$ cat src/rtl/apb_master_if.sv
// Command/response and APB bus signals between the apb_master block and its environment.
// Strobe signals exist only when APB_WSTRB_EN is defined.
interface apb_master_if #(
  parameter int unsigned APB_DATA_WIDTH = 32,
  parameter int unsigned APB_ADDR_WIDTH = 32
);
  localparam int unsigned STRB_W = APB_DATA_WIDTH / 8;

  logic                      cmd_valid_in;
  logic                      cmd_ready_out;
  logic                      cmd_write_in;
  logic [APB_ADDR_WIDTH-1:0] cmd_addr_in;
  logic [APB_DATA_WIDTH-1:0] cmd_wdata_in;
  logic                      rsp_valid_out;
  logic                      rsp_ready_in;
  logic [APB_DATA_WIDTH-1:0] rsp_rdata_out;
  logic                      rsp_slverr_out;
  logic                      rsp_timeout_out;
  logic [APB_ADDR_WIDTH-1:0] apb_addr_out;
  logic                      apb_write_out;
  logic [APB_DATA_WIDTH-1:0] apb_wdata_out;
  logic                      apb_psel_out;
  logic                      apb_penable_out;
  logic [APB_DATA_WIDTH-1:0] apb_rdata_in;
  logic                      apb_ready_in;
  logic                      apb_slverr_in;
`ifdef APB_WSTRB_EN
  logic [STRB_W-1:0]         cmd_strb_in;
  logic [STRB_W-1:0]         apb_strb_out;
`endif

  modport master (
`ifdef APB_WSTRB_EN
    input  cmd_strb_in,
    output apb_strb_out,
`endif
    input  cmd_valid_in, cmd_write_in, cmd_addr_in, cmd_wdata_in, rsp_ready_in,
    input  apb_rdata_in, apb_ready_in, apb_slverr_in,
    output cmd_ready_out, rsp_valid_out, rsp_rdata_out, rsp_slverr_out, rsp_timeout_out,
    output apb_addr_out, apb_write_out, apb_wdata_out, apb_psel_out, apb_penable_out
  );

  modport slave (
`ifdef APB_WSTRB_EN
    output cmd_strb_in,
    input  apb_strb_out,
`endif
    output cmd_valid_in, cmd_write_in, cmd_addr_in, cmd_wdata_in, rsp_ready_in,
    output apb_rdata_in, apb_ready_in, apb_slverr_in,
    input  cmd_ready_out, rsp_valid_out, rsp_rdata_out, rsp_slverr_out, rsp_timeout_out,
    input  apb_addr_out, apb_write_out, apb_wdata_out, apb_psel_out, apb_penable_out
  );
endinterface

$ cat src/rtl/apb_master.sv
// Single-transfer APB master: command in, one SETUP/ACCESS transfer with wait-state timeout, response out.
// Optional byte strobes are enabled by defining APB_WSTRB_EN.
module apb_master #(
  parameter int unsigned APB_DATA_WIDTH = 32,
  parameter int unsigned APB_ADDR_WIDTH = 32,
  parameter int unsigned TIMEOUT_CYCLES = 16
) (
  input logic          apb_clk_in,
  input logic          apb_rstn_in,
  apb_master_if.master bus
);
  localparam int unsigned STRB_W   = APB_DATA_WIDTH / 8;
  localparam int unsigned CNT_W    = 8;
  localparam logic [CNT_W-1:0] WAIT_LAST = CNT_W'(TIMEOUT_CYCLES - 1);

  typedef enum logic [3:0] {
    S_IDLE   = 4'b0001,
    S_SETUP  = 4'b0010,
    S_ACCESS = 4'b0100,
    S_RESP   = 4'b1000
  } state_e;

  state_e                    state_q;
  logic                      cmd_ready_q;
  logic                      psel_q;
  logic                      penable_q;
  logic                      write_q;
  logic [APB_ADDR_WIDTH-1:0] addr_q;
  logic [APB_DATA_WIDTH-1:0] wdata_q;
  logic                      rsp_valid_q;
  logic [APB_DATA_WIDTH-1:0] rsp_rdata_q;
  logic                      rsp_slverr_q;
  logic                      rsp_timeout_q;
  logic [CNT_W-1:0]          wait_cnt_q;

  // Transfer sequencing; every output below is a flop.
  always_ff @(posedge apb_clk_in or negedge apb_rstn_in) begin
    if (!apb_rstn_in) begin
      state_q       <= S_IDLE;
      cmd_ready_q   <= 1'b0;
      psel_q        <= 1'b0;
      penable_q     <= 1'b0;
      write_q       <= 1'b0;
      addr_q        <= '0;
      wdata_q       <= '0;
      rsp_valid_q   <= 1'b0;
      rsp_rdata_q   <= '0;
      rsp_slverr_q  <= 1'b0;
      rsp_timeout_q <= 1'b0;
      wait_cnt_q    <= '0;
    end else begin
      case (state_q)
        S_IDLE: begin
          if (cmd_ready_q && bus.cmd_valid_in) begin
            write_q     <= bus.cmd_write_in;
            addr_q      <= bus.cmd_addr_in;
            wdata_q     <= bus.cmd_wdata_in;
            cmd_ready_q <= 1'b0;
            psel_q      <= 1'b1;
            penable_q   <= 1'b0;
            state_q     <= S_SETUP;
          end else begin
            cmd_ready_q <= 1'b1;
          end
        end
        S_SETUP: begin
          penable_q  <= 1'b1;
          wait_cnt_q <= '0;
          state_q    <= S_ACCESS;
        end
        S_ACCESS: begin
          // A ready slave wins over an expiring counter in the same cycle.
          if (bus.apb_ready_in) begin
            rsp_rdata_q   <= write_q ? '0 : bus.apb_rdata_in;
            rsp_slverr_q  <= bus.apb_slverr_in;
            rsp_timeout_q <= 1'b0;
            rsp_valid_q   <= 1'b1;
            psel_q        <= 1'b0;
            penable_q     <= 1'b0;
            state_q       <= S_RESP;
          end else if (wait_cnt_q == WAIT_LAST) begin
            rsp_rdata_q   <= '0;
            rsp_slverr_q  <= 1'b1;
            rsp_timeout_q <= 1'b1;
            rsp_valid_q   <= 1'b1;
            psel_q        <= 1'b0;
            penable_q     <= 1'b0;
            state_q       <= S_RESP;
          end else begin
            wait_cnt_q <= wait_cnt_q + CNT_W'(1);
          end
        end
        S_RESP: begin
          if (bus.rsp_ready_in) begin
            rsp_valid_q <= 1'b0;
            cmd_ready_q <= 1'b1;
            state_q     <= S_IDLE;
          end
        end
        default: begin
          cmd_ready_q <= 1'b0;
          psel_q      <= 1'b0;
          penable_q   <= 1'b0;
          rsp_valid_q <= 1'b0;
          state_q     <= S_IDLE;
        end
      endcase
    end
  end

`ifdef APB_WSTRB_EN
  logic [STRB_W-1:0] strb_q;

  // Strobes travel with the command and are frozen at accept.
  always_ff @(posedge apb_clk_in or negedge apb_rstn_in) begin
    if (!apb_rstn_in) begin
      strb_q <= '0;
    end else if ((state_q == S_IDLE) && cmd_ready_q && bus.cmd_valid_in) begin
      strb_q <= bus.cmd_strb_in;
    end
  end

  assign bus.apb_strb_out = strb_q;
`endif

  assign bus.cmd_ready_out   = cmd_ready_q;
  assign bus.apb_psel_out    = psel_q;
  assign bus.apb_penable_out = penable_q;
  assign bus.apb_write_out   = write_q;
  assign bus.apb_addr_out    = addr_q;
  assign bus.apb_wdata_out   = wdata_q;
  assign bus.rsp_valid_out   = rsp_valid_q;
  assign bus.rsp_rdata_out   = rsp_rdata_q;
  assign bus.rsp_slverr_out  = rsp_slverr_q;
  assign bus.rsp_timeout_out = rsp_timeout_q;
endmodule

$ cat src/flat_wrapper.sv
// flat-port wrapper written by rule: the top's interface ports become plain ports
module apb_master_flat 
#(
  parameter int unsigned APB_DATA_WIDTH = 32,
  parameter int unsigned APB_ADDR_WIDTH = 32,
  parameter int unsigned TIMEOUT_CYCLES = 16
)
  (apb_clk_in, apb_rstn_in, bus_cmd_valid_in, bus_cmd_write_in, bus_cmd_addr_in, bus_cmd_wdata_in, bus_rsp_ready_in, bus_apb_rdata_in, bus_apb_ready_in, bus_apb_slverr_in, bus_cmd_ready_out, bus_rsp_valid_out, bus_rsp_rdata_out, bus_rsp_slverr_out, bus_rsp_timeout_out, bus_apb_addr_out, bus_apb_write_out, bus_apb_wdata_out, bus_apb_psel_out, bus_apb_penable_out);
  apb_master_if #(.APB_DATA_WIDTH(APB_DATA_WIDTH), .APB_ADDR_WIDTH(APB_ADDR_WIDTH)) bus_i ();
  input logic apb_clk_in;
  input logic apb_rstn_in;
  input wire logic [$bits(bus_i.cmd_valid_in)-1:0] bus_cmd_valid_in;
  input wire logic [$bits(bus_i.cmd_write_in)-1:0] bus_cmd_write_in;
  input wire logic [$bits(bus_i.cmd_addr_in)-1:0] bus_cmd_addr_in;
  input wire logic [$bits(bus_i.cmd_wdata_in)-1:0] bus_cmd_wdata_in;
  input wire logic [$bits(bus_i.rsp_ready_in)-1:0] bus_rsp_ready_in;
  input wire logic [$bits(bus_i.apb_rdata_in)-1:0] bus_apb_rdata_in;
  input wire logic [$bits(bus_i.apb_ready_in)-1:0] bus_apb_ready_in;
  input wire logic [$bits(bus_i.apb_slverr_in)-1:0] bus_apb_slverr_in;
  output wire logic [$bits(bus_i.cmd_ready_out)-1:0] bus_cmd_ready_out;
  output wire logic [$bits(bus_i.rsp_valid_out)-1:0] bus_rsp_valid_out;
  output wire logic [$bits(bus_i.rsp_rdata_out)-1:0] bus_rsp_rdata_out;
  output wire logic [$bits(bus_i.rsp_slverr_out)-1:0] bus_rsp_slverr_out;
  output wire logic [$bits(bus_i.rsp_timeout_out)-1:0] bus_rsp_timeout_out;
  output wire logic [$bits(bus_i.apb_addr_out)-1:0] bus_apb_addr_out;
  output wire logic [$bits(bus_i.apb_write_out)-1:0] bus_apb_write_out;
  output wire logic [$bits(bus_i.apb_wdata_out)-1:0] bus_apb_wdata_out;
  output wire logic [$bits(bus_i.apb_psel_out)-1:0] bus_apb_psel_out;
  output wire logic [$bits(bus_i.apb_penable_out)-1:0] bus_apb_penable_out;
  assign bus_i.cmd_valid_in = bus_cmd_valid_in;
  assign bus_i.cmd_write_in = bus_cmd_write_in;
  assign bus_i.cmd_addr_in = bus_cmd_addr_in;
  assign bus_i.cmd_wdata_in = bus_cmd_wdata_in;
  assign bus_i.rsp_ready_in = bus_rsp_ready_in;
  assign bus_i.apb_rdata_in = bus_apb_rdata_in;
  assign bus_i.apb_ready_in = bus_apb_ready_in;
  assign bus_i.apb_slverr_in = bus_apb_slverr_in;
  assign bus_cmd_ready_out = bus_i.cmd_ready_out;
  assign bus_rsp_valid_out = bus_i.rsp_valid_out;
  assign bus_rsp_rdata_out = bus_i.rsp_rdata_out;
  assign bus_rsp_slverr_out = bus_i.rsp_slverr_out;
  assign bus_rsp_timeout_out = bus_i.rsp_timeout_out;
  assign bus_apb_addr_out = bus_i.apb_addr_out;
  assign bus_apb_write_out = bus_i.apb_write_out;
  assign bus_apb_wdata_out = bus_i.apb_wdata_out;
  assign bus_apb_psel_out = bus_i.apb_psel_out;
  assign bus_apb_penable_out = bus_i.apb_penable_out;
  apb_master #(.APB_DATA_WIDTH(APB_DATA_WIDTH), .APB_ADDR_WIDTH(APB_ADDR_WIDTH), .TIMEOUT_CYCLES(TIMEOUT_CYCLES)) u_core (.apb_clk_in(apb_clk_in), .apb_rstn_in(apb_rstn_in), .bus(bus_i));
endmodule
$ cat config.mk
export PLATFORM = sky130hd
export DESIGN_NAME = apb_master_flat
export DESIGN_NICKNAME = d
export VERILOG_FILES = /design/src/rtl/apb_master_if.sv /design/src/rtl/apb_master.sv /design/src/flat_wrapper.sv
export SDC_FILE = /design/constraint.sdc
export NUM_CORES = 1
export LEC_CHECK = 0
export ABC_AREA = 1
export BUFFER_PORTS_ARGS = -buffer_cell sky130_fd_sc_hd__clkbuf_2
export CORE_MARGIN = 3
export CORE_UTILIZATION = 51
export DETAILED_ROUTE_END_ITERATION = 10
export GPL_TIMING_DRIVEN = 0
export PLACE_DENSITY = 0.83
export SYNTH_ARGS = -nofsm -noshare
export SYNTH_HDL_FRONTEND = slang
export SYNTH_SLANG_ARGS = --single-unit
$ cat constraint.sdc
create_clock -name apb_clk_in -period 3.55 [get_ports apb_clk_in]
set_clock_uncertainty 0.2 [all_clocks]
set_input_delay 0.355 -clock apb_clk_in [delete_from_list [all_inputs] [get_ports apb_clk_in]]
set_output_delay 0.355 -clock apb_clk_in [all_outputs]
set_load 0.01 [all_outputs]
# After elaboration in Yosys (flattened, before gate mapping)
# Index checks and enable logic that the tools add are counted.
[op_classes]
eq_ne = 10
reduce_logical = 14
n_addsub = 1
mux = 26
bitwise_logic = 4
[op_table]
columns = ["operator", "count"]
rows = [
  ["2-to-1 mux 32 bit", 3],
  ["2-to-1 mux 4 bit", 4],
  ["2-to-1 mux 8 bit", 2],
  ["one-hot mux 4 bit (4 select lines)", 1],
  ["one-hot mux 8 bit (2 select lines)", 1],
  ["AND reduction 3 bit", 5],
  ["2-to-1 mux 1 bit", 11],
  ["one-hot mux 1 bit (3 select lines)", 3],
  ["adder 8 x 1 -> 8 bit, second input constant", 1],
  ["== test 8 x 4 -> 1 bit, second input constant", 1],
  ["!= test 2 bit, second input constant", 3],
  ["AND reduction 2 bit", 3],
  ["OR reduction 2 bit", 3],
  ["== test 4 x 1 -> 1 bit, second input constant", 1],
  ["== test 4 x 2 -> 1 bit, second input constant", 1],
  ["== test 4 x 3 -> 1 bit, second input constant", 1],
  ["== test 4 bit, second input constant", 1],
  ["NOT 1 bit", 4],
  ["one-hot mux 1 bit (4 select lines)", 1],
  ["nonzero test 2 bit", 2],
  ["!= test 3 x 2 -> 1 bit, second input constant", 1],
  ["!= test 2 x 1 -> 1 bit, second input constant", 1],
  ["logical AND 1 bit", 1],
]
[word_totals]
regBits = 115
elab_cells = 67
in_bits = 103

# Depth between registers and ports, before layout
[depth]
ltp_word = 4
mapped_depth = 9
mapped_depth_nobuf = 8

# Worst setup path after synthesis
# OpenSTA, ideal clock, no wires.
[synth_path]
kind = "register -> register"
start = "reg u_core.wait_cnt_q[0]"
end = "reg u_core.penable_q (netlist: u_core.bus.apb_penable_out)"
path_slack_ps = 1944
path_stages_with_launch = 10
n_path_buf = 1
arrival_ps = 1285
path_cell_list = "dfrtp_1 -> ha_1 -> nand2_1 -> nor2_1 -> nand3_1 -> nand2_1 -> buf_4 -> nand2_1 -> nand2_1 -> nand2_1"
[synth_via]
elab_chain_len = 3
[synth_lines]
columns = ["item", "line_no", "text"]
rows = [
  ["start: declaration", "apb_master.sv:34", "logic [CNT_W-1:0] wait_cnt_q;"],
  ["start signal: assignment", "apb_master.sv:90", "wait_cnt_q <= wait_cnt_q + CNT_W'(1);"],
  ["== test 8 x 4 -> 1 bit", "apb_master.sv:81", "end else if (wait_cnt_q == WAIT_LAST) begin"],
  ["!= test 3 x 2 -> 1 bit (no source line)", "-", ""],
  ["AND reduction 3 bit (no source line)", "-", ""],
  ["end signal: assignment", "apb_master.sv:79", "penable_q <= 1'b0;"],
  ["end signal: assignment", "apb_master.sv:87", "penable_q <= 1'b0;"],
  ["end signal: assignment", "apb_master.sv:103", "penable_q <= 1'b0;"],
  ["end: declaration", "apb_master.sv:26", "logic penable_q;"],
]
# Every way passes these cells.
# A chain may end at the register's enable or synchronous reset.

# Final worst setup path
# Same ends and word-level chain as after synthesis.

==> results.md <==
* Outcome: completed
* DIE AREA at around 0.010 mm2
* GRT overflow at 0
* Highest routed layer: met4
* Synthesized area per cell at approximately 8.6 um2
* Period minus WS final at about 1.9 ns
* Area grow syn2layout at 58.39%
* Max Cap Viol at 0
* Worst-path fanout max at 10
* Setup TNS at 0 ns
* CP max stage delay at 0.43 ns
* Drt total wl at about 16000 um
* Post-synthesis mux area share at 0
* Worst Path Arrival at around 2.0 ns
* Clk root buf: clkbuf_8
* 1st-iter DRT viols at 252
* Syn Nets at roughly 660
* Core region area at between 0.008 and 0.009 mm2
* Synth Area in Compound Gates at 0.006341
* Peak supply drop at ~0.44 mV
* Largest family of logic cells by synthesized area: simple AND/OR/NAND/NOR gates
* First-pass GRT wire length at ~26000 um
* Leading area contributor after synthesis: dfrtp_1
* Area of placed instances at 0.005906 mm2
* Reg clk slew, reported paths at 0.06 ns
* Num CTS Buffers at 17
* RSZ-0062 raised after global routing: false
* Required @ worst endpoint at ~3.7 ns
* Worst Setup End Kind: flop
* Share of cells above drive strength 1 at 0.3026
* Vias in the first global route at between 5k and 6k
* CP bufs+invs at 1
* Nets at roughly 1000
* Final HPWL DP at about 8600 um
* CTS H-tree depth at 4
* Final cell count without fillers at ~1000
* Total Power at between 6 and 7 mW
* Fmax at 536.6 MHz
* CP cell instances: ha_1, nand2_1, nor2_1, nand3_1, nand2_1, buf_4, nand2_1, nand2_1, nand2_1
* Antenna Violating Nets Remaining at 0
* Final period util at 0.5250
* Top post-synthesis cells by area: dfrtp_1, nand2_1, buf_6
* Post-Synth XOR/XNOR Area at 0.001849
* Synth unique cells at 22
* Setup slack after layout at between 1.5 and 2 ns
* Final Cell Area at 0.007501 mm2
* Slew at the pin closest to its max-slew limit at about 0.9 ns
* Wire length on met2 at between 8000 and 9000 um
* Simple-gate share of the synthesized area at 0.3292
* Syn. warnings at 0
* Most frequent cells in the layout: nand2_1, clkbuf_2, dfrtp_1
* Setup Viol. Count Final at 0
* Bufs on Longest Clock Path at 2
* Layout Utilization at 0.8437
* Post-Synth Adder-Cell Area at 0.002642
* Initial Util at 0.5326
* Total track usage at 0.3221
* Post-DR vias/cell at a little over 5
* Die width at approximately 100 um
* Router iterations before antenna repair at 5
* Hold Path Class: input port to flop
* Met3 WL post-DR at approximately 1200 um
* WHS at approximately 0.065 ns
* Placed Cells at between 800 and 900
* Mapped Cells at between 500 and 600
* TritonCTS clock tree: built
* Commonest non-fill, non-tap cell in the layout: nand2_1
* Input/output buffers at roughly 210
* Post-Syn Area at between 0.004 and 0.005 mm2
* Crit path kind: flop to flop
* Via count at around 5.1k
* # IOs at 206
* Delay-heaviest family, CP: simple AND/OR/NAND/NOR gates
* Largest net degree at the start of global routing at around 120
* GPL Wtd Cong at ~0.83
* Post-Place Setup Slack at roughly 1.7 ns
* Row count at 34
* CP most frequent cell: nand2_1
* Post-synthesis sequential area ratio at 0.6079
* Wl on met1 at 5903 um
* Crit start category: flop
* Initial antenna violation count at 1
* Synthesis-stage register bit count at approximately 120
* CP max stage cell: dfrtp_1
* Drt drc at 0
* Slew Limit Headroom at 0.4005
* Clk Latency, worst-skew pair at 0.50 ns
* Max-slew violation count at 0
* Pleak at between 4 and 5 nW
* Final Hold Viols at 0
* Num Clock Sinks at between 100 and 150
* Avg WL per Cell at 16.32 um
* PwrDens at approximately 800 mW/mm2
* Die H at about 100 um
* Post-synth top area share at 0.6024
cells in the mapped netlist:
cell type and instances:
inv_4 1, nor3b_1 2, dfrtp_1 114, nor2_4 3, buf_6 12, nor2_2 1, xor2_1 1, dfstp_2 1
nand2_2 4, nand3_1 16, nand2_1 339, buf_4 5, ha_1 1, nor2_1 25, o21ai_0 1, nand3b_1 2
buf_2 3, nand3_4 1, clkbuf_1 2, inv_2 3, inv_1 9, a21oi_1 5
final cells by class:
type / instances / area [um2]
antenna: 1 / 2.502
buffer: 22 / 195.2
clock buffer: 19 / 421.7
clock inverter: 13 / 160.2
fill: 460 / 1390
inverter: 13 / 51.30
multi-input combinational: 401 / 1610
sequential: 115 / 2879
tap: 108 / 135.1
timing repair buffer: 306 / 2046
tightest hold or removal path, stage by stage:
cell and delay [ns]:
clkbuf_2 0.07, nand2_1 0.09, nand3_1 0.17, nand2_1 0.07
registers in the layout (all words and copies together), names as in the netlist:
signal                      cells
u_core.bus.apb_psel_out         1
u_core.bus.rsp_rdata_out       32
u_core.wait_cnt_q               8
u_core.bus.cmd_ready_out        1
u_core.bus.apb_addr_out        32
u_core.bus.rsp_valid_out        1
u_core.bus.rsp_slverr_out       1
u_core.bus.apb_penable_out      1
u_core.bus.apb_write_out        1
u_core.bus.apb_wdata_out       32
u_core.bus.rsp_timeout_out      1
u_core.state_q                  4
kinds of logic (layout without fill, tap and decap cells):
family	Yosys count	count (layout)
AND/OR/NAND/NOR	393	393
flip-flops	115	115
buffers and inverters	35	373
AO/OA/AOI/OAI	6	6
adder cells (fa/ha/maj)	1	1
XOR/XNOR	1	1
other	0	1
what timing repair did:
| item | 4_1_cts | 5_1_grt |
|---|---|---|
| setup buffers | 0 | 0 |
| gates resized for setup | 0 | 0 |
| endpoints found under the hold margin | 214 | 0 |
| hold buffers | 101 | 0 |
where the power goes:
group	leakage [nW]	switching [mW]	internal (mW)
Sequential	1.49	0.376	1.88
Combinational	2.53	1.25	0.824
Clock	0.270	0.614	1.07
layer usage:
layer / GRT usage / up-vias
li1: - / 2322
met1: 0.3550 / 2421
met2: 0.5752 / 302
met3: 0.07509 / 78
met4: 0.1705 / 0
met5: 0 / -
path summary, 6_finish.rpt:
kind	cells past startpoint	to	start	slack, ns
worst max-delay path	9	u_core.bus.apb_penable_out	u_core.wait_cnt_q[0]	1.69
max in group asynchronous	2	u_core.bus.apb_wdata_out[25]	apb_rstn_in	2.17
worst min-delay path	4	u_core.state_q[0]	bus_cmd_valid_in	0.07
min in group asynchronous	2	u_core.bus.rsp_rdata_out[14]	apb_rstn_in	0.33
worst min register to register	2	u_core.bus.apb_wdata_out[31]	u_core.bus.apb_wdata_out[31]	0.27
worst max register to register	9	u_core.bus.apb_penable_out	u_core.wait_cnt_q[0]	1.69
No activity file was read; power rests on OpenSTA's default activity.
